===== src/rtl/apb_master_bridge.sv =====
// APB requester: turns single valid/ready commands into one APB SETUP/ACCESS
// transfer each and reports read data plus error/timeout on a one-cycle strobe.
module apb_master_bridge #(
    parameter int AWIDTH  = 4,
    parameter int DWIDTH  = 8,
    parameter int TIMEOUT = 16
) (
    input  logic              PCLK,
    input  logic              PRESET,
    input  logic              cmd_valid,
    output logic              cmd_ready,
    input  logic              cmd_write,
    input  logic [AWIDTH-1:0] cmd_addr,
    input  logic [DWIDTH-1:0] cmd_wdata,
    output logic              rsp_valid,
    output logic [DWIDTH-1:0] rsp_rdata,
    output logic              rsp_err,
    output logic              rsp_timeout,
    output logic              PSEL,
    output logic              PENABLE,
    output logic              PWRITE,
    output logic [AWIDTH-1:0] PADDR,
    output logic [DWIDTH-1:0] PWDATA,
    input  logic [DWIDTH-1:0] PRDATA,
    input  logic              PREADY,
    input  logic              PSLVERR
);

    localparam int CW = (TIMEOUT > 0) ? $clog2(TIMEOUT + 1) : 1;
    localparam logic [CW-1:0] LIMIT = (TIMEOUT > 0) ? CW'(TIMEOUT - 1) : '1;

    typedef enum logic [1:0] {IDLE, SETUP, ACCESS, RESP} state_t;

    state_t            state_q;
    logic              psel_q, penable_q, pwrite_q;
    logic [AWIDTH-1:0] paddr_q;
    logic [DWIDTH-1:0] pwdata_q, rsp_rdata_q;
    logic              rsp_valid_q, rsp_err_q, rsp_timeout_q;
    logic [CW-1:0]     cnt_q;

    always_ff @(posedge PCLK) begin
        if (PRESET) begin
            state_q       <= IDLE;
            psel_q        <= 1'b0;
            penable_q     <= 1'b0;
            pwrite_q      <= 1'b0;
            paddr_q       <= '0;
            pwdata_q      <= '0;
            rsp_rdata_q   <= '0;
            rsp_valid_q   <= 1'b0;
            rsp_err_q     <= 1'b0;
            rsp_timeout_q <= 1'b0;
            cnt_q         <= '0;
        end else begin
            rsp_valid_q <= 1'b0;
            case (state_q)
                IDLE: begin
                    if (cmd_valid) begin
                        pwrite_q      <= cmd_write;
                        paddr_q       <= cmd_addr;
                        pwdata_q      <= cmd_wdata;
                        psel_q        <= 1'b1;
                        rsp_err_q     <= 1'b0;
                        rsp_timeout_q <= 1'b0;
                        cnt_q         <= '0;
                        state_q       <= SETUP;
                    end
                end
                SETUP: begin
                    penable_q <= 1'b1;
                    state_q   <= ACCESS;
                end
                ACCESS: begin
                    if (PREADY) begin
                        psel_q        <= 1'b0;
                        penable_q     <= 1'b0;
                        rsp_err_q     <= PSLVERR;
                        rsp_timeout_q <= 1'b0;
                        rsp_rdata_q   <= (!pwrite_q && !PSLVERR) ? PRDATA : '0;
                        rsp_valid_q   <= 1'b1;
                        state_q       <= RESP;
                    end else if (TIMEOUT > 0 && cnt_q == LIMIT) begin
                        psel_q        <= 1'b0;
                        penable_q     <= 1'b0;
                        rsp_err_q     <= 1'b1;
                        rsp_timeout_q <= 1'b1;
                        rsp_rdata_q   <= '0;
                        rsp_valid_q   <= 1'b1;
                        state_q       <= RESP;
                    end else if (cnt_q != '1) begin
                        // saturate so a disabled timeout never wraps the counter
                        cnt_q <= cnt_q + CW'(1);
                    end
                end
                RESP: state_q <= IDLE;
                default: state_q <= IDLE;
            endcase
        end
    end

    assign cmd_ready   = (state_q == IDLE) && !PRESET;
    assign rsp_valid   = rsp_valid_q;
    assign rsp_rdata   = rsp_rdata_q;
    assign rsp_err     = rsp_err_q;
    assign rsp_timeout = rsp_timeout_q;
    assign PSEL        = psel_q;
    assign PENABLE     = penable_q;
    assign PWRITE      = pwrite_q;
    assign PADDR       = paddr_q;
    assign PWDATA      = pwdata_q;

endmodule


===== config.mk =====
export PLATFORM = sky130hd
export DESIGN_NAME = apb_master_bridge
export DESIGN_NICKNAME = d
export VERILOG_FILES = /design/src/rtl/apb_master_bridge.sv
export SDC_FILE = /design/constraint.sdc
export NUM_CORES = 1
export LEC_CHECK = 0
export ABC_AREA = 1
export CAP_MARGIN = 20
export CORE_ASPECT_RATIO = 0.75
export CORE_UTILIZATION = 39
export CTS_CLUSTER_SIZE = 12
export DETAILED_ROUTE_END_ITERATION = 10
export GPL_TIMING_DRIVEN = 0
export HOLD_SLACK_MARGIN = 0.12
export PLACE_DENSITY_LB_ADDON = 0.12
export SETUP_SLACK_MARGIN = 0.05
export SLEW_MARGIN = 20
export SYNTH_ARGS = -nofsm -noshare
export SYNTH_HDL_FRONTEND = slang
export SYNTH_SLANG_ARGS = --single-unit

===== constraint.sdc =====
create_clock -name PCLK -period 1.49 [get_ports PCLK]
set_input_delay 0.298 -clock PCLK [delete_from_list [all_inputs] [get_ports PCLK]]
set_output_delay 0.298 -clock PCLK [all_outputs]
set_load 0.01 [all_outputs]

==> summary.md <==
The run finished with clean final reports. Total overflow reported by the global router: 0. Largest driver fanout on the critical path: 4.

Type of origin of the critical path: a flop. The first routing iteration left 119 violations. The run gives 3.135 ps as the clock tree skew after final layout.

Data on the critical path is required at its endpoint by 1710 ps. The logs give 741.2 uV for the maximum vdd ir drop and 0 for the antenna diode instance count. During I/O placement, the number of pins put on the boundary was 53.

The worst hold slack after final layout is 324.3 ps, and the number of hold buffers added after CTS is 0. The total standard cell area after synthesis was 1438 sq um; the final worst setup slack was 11.21 ps. The slowest stage of the critical path belongs to the cell sky130_fd_sc_hd__dfxtp_4. The region available for standard cell placement spans 3401 sq um. The clock transition at the registers of the reported paths came out at 70 ps.

The run gives 3494 microns as the total wire length. The worst path uses 99.25% of the clock period. The die is 72.11 microns wide. TritonCTS created 5 clock buffers. Subtracting the final worst setup slack from the clock period gives 1479 ps. The number of max-slew violations in the final report was 0; the placement row count was 18.

The dominant delay contributor by cell family on the critical path is simple AND/OR/NAND/NOR gates. The tools report the via count of the first global-routing pass as 1,243. The static leakage is 1.012 nW. At the end of routability-driven placement, the weighted congestion stood at 0.7906.

In the layout the commonest cells are sky130_fd_sc_hd__nor2_1, sky130_fd_sc_hd__nand2_1, sky130_fd_sc_hd__dfxtp_1. After detailed routing, the number of remaining DRC violations is 0. The signal on the critical path passes through ha_4, nand2_4, nor2_4, ha_4, nor2_4, nor2_4, nand3_1, a21oi_2.

The run gives 0 as the number of hold violations in the final report. The synthesized design spends more area on one cell type than any other, namely sky130_fd_sc_hd__dfxtp_1. The count of clock tree sinks came out at 33. The critical path in this run is classified as reg2reg.

The worst-margin pin slew is 234.5 ps, and the distinct cell type count of the synthesized netlist is 25. The tools report the type of element capturing the critical path as a flop. TritonCTS built the clock tree. The library cell used most frequently in the layout, excluding fill and tap cells, is sky130_fd_sc_hd__nor2_1.

The run gives 185 as the post-synthesis instance total. The number of H-tree branching levels came out at 2. Dividing the detail-routed via count by the number of cells gives 4.555.

The final-report setup violation count was 0. The overall die area was 3935 sq um; the synthesized netlist net count was 218. Entering global routing, the biggest net connects 11 pins.

The number of antenna violations at the first check in global routing was 0; the proportion of layout cells with a drive suffix above 1 was 20.88%. The run gives 0 as the number of violations of the max-capacitance limit. Clock latency on the worst-skew pair, taken at its later pin, is 280 ps. The number of placed instances, taps included, is 286. Once the floorplan was initialized, standard cells occupied 42.27% of the core.

After synthesis, the largest area contributor takes up 45.95% of total cell area. After detailed routing, the average wire length per cell comes to 11.69 microns. The post-synthesis to final-layout area growth came out at 55.61%. In this run the clock root is driven by a sky130_fd_sc_hd__clkbuf_8. The count of port buffers added during placement was 51. Number of warnings issued by yosys: 0. The number of detailed-routing iterations run before antenna repair is 4, and the chip height is 54.58 microns. After synthesis the netlist holds a flip-flop and latch count of 33. The detailed router placed 1,362 vias in this run. After synthesis, flip-flops and latches occupy 45.95% of the total area.

Setup TNS: 0 ps. The arrival time of data at the critical path endpoint came out at 1700 ps. Yosys attributes the largest share of cell area to sky130_fd_sc_hd__dfxtp_1, sky130_fd_sc_hd__nor2_1, sky130_fd_sc_hd__nand2_1.

The HPWL reported at the end of detailed placement is 2381 microns, and the largest stage delay on the critical path is 370 ps. Cells fill 65.78% of the core in the end. For the wire length of the first global-routing pass, the log shows 5837 microns. Setup repair after global routing could not meet its margin everywhere. Upper clock frequency limit: 0.6762 GHz. In this design, the critical path's most frequently occurring cell is sky130_fd_sc_hd__nor2_4.

The logs give 0 for the count of antenna-violating nets left after detailed routing and 281 for the net count of the finished layout. The mean post-synth cell area works out to 7.771 sq um. The type of the tightest min-delay check is in2reg. The logs give 299 for the non-filler instance count after layout and -300.5 ps for the post-placement worst setup slack. Across every metal layer, demand over resource in global routing totals 20.14%.

Headroom to the max-slew limit came out at 84.32%. The power density over cell area works out to 1695 nW/um^2. Buffering stage count on the worst path with inverters included: 0. The longest clock path from root to sink contains 2 buffers.
[sequential cells by signal, indices dropped and copies added (netlist names)]
signal and cells:
cnt_q 5, state_q 2, PSEL 1, rsp_err 1
PADDR 4, rsp_rdata 8, PWRITE 1, PWDATA 8
rsp_timeout 1, rsp_valid 1, PENABLE 1
[report_power, final]
part           switching (mW)  internal [mW]  leakage [nW]
Combinational           0.961          0.733         0.681
Clock                   0.320          0.545        0.0585
Sequential              0.134           1.10         0.272
[synth_stat cells (all sizes together)]
cell type and n:
nor3b 1, o21ai 18, ha 7, nor3 4, nand3 4, nor2 48
a21oi 16, inv 13, dfxtp 33, buf 5, nand2 35, clkbuf 1
[through the flow]
step | area (sq um) | total power, mW
2_1_floorplan | 1438 | 2.210
3_3_place_gp | 2011 | 2.782
3_5_place_dp | 2011 | 2.786
4_1_cts | 2193 | 3.729
5_1_grt | 2237 | 4.093
6_report | 2237 | 3.793
[path summary, 6_finish.rpt]
kind                                from      endpoint  slack [ps]  cells past startpoint
worst max register to register  cnt_q[0]   rsp_timeout          10                      8
worst min register to register   rsp_err       rsp_err         450                      2
worst min-delay path              PRESET  rsp_rdata[2]         320                      2
worst max-delay path            cnt_q[0]   rsp_timeout          10                      8
[layer usage]
| layer | up-vias | part of all wire, % | routed length (microns) | global-route usage, % |
|---|---|---|---|---|
| met2 | 37 | 44 | 1522 | 28.50 |
| met1 | 604 | 50 | 1742 | 27.75 |
| li1 | 719 | - | - | - |
| met4 | 0 | 0.46 | 16 | 10.46 |
| met5 | - | 0 | 0 | 0 |
| met3 | 2 | 6.1 | 213 | 5.893 |
[repair_timing]
action / 4_1_cts / 5_1_grt
resized for setup: 54 / 14
setup endpoints to repair: 55 / 31
pin swaps: 10 / 13
cloned: 0 / 0
setup buffers: 4 / 1
[kinds of logic (layout without fill, tap and decap cells)]
logic type / after synthesis / after routing / synth area share (%)
AND/OR/NAND/NOR: 92 / 92 / 29.24
flip-flops: 33 / 33 / 45.95
AO/OA/AOI/OAI: 34 / 34 / 12.62
buffers and inverters: 19 / 83 / 6.093
adder cells (fa/ha/maj): 7 / 7 / 6.092
[worst reg2reg max path, stage by stage (launching register included)]
cell                      delay, ps
sky130_fd_sc_hd__dfxtp_4        370
sky130_fd_sc_hd__ha_4           150
sky130_fd_sc_hd__nand2_4         50
sky130_fd_sc_hd__nor2_4         120
sky130_fd_sc_hd__ha_4           170
sky130_fd_sc_hd__nor2_4          50
sky130_fd_sc_hd__nor2_4         200
sky130_fd_sc_hd__nand3_1        150
sky130_fd_sc_hd__a21oi_2        150
[cell type report]
type	count	area [sq um]
plain buffers	6	38.79
clock buffers	7	86.33
clock inverters	1	30.03
fillers	302	1164
inverters	13	61.31
multi-input cells	133	767.0
flip-flops and latches	33	669.4
well taps	50	62.56
repair buffers	56	521.8
Power figures use the tool's default switching activity.
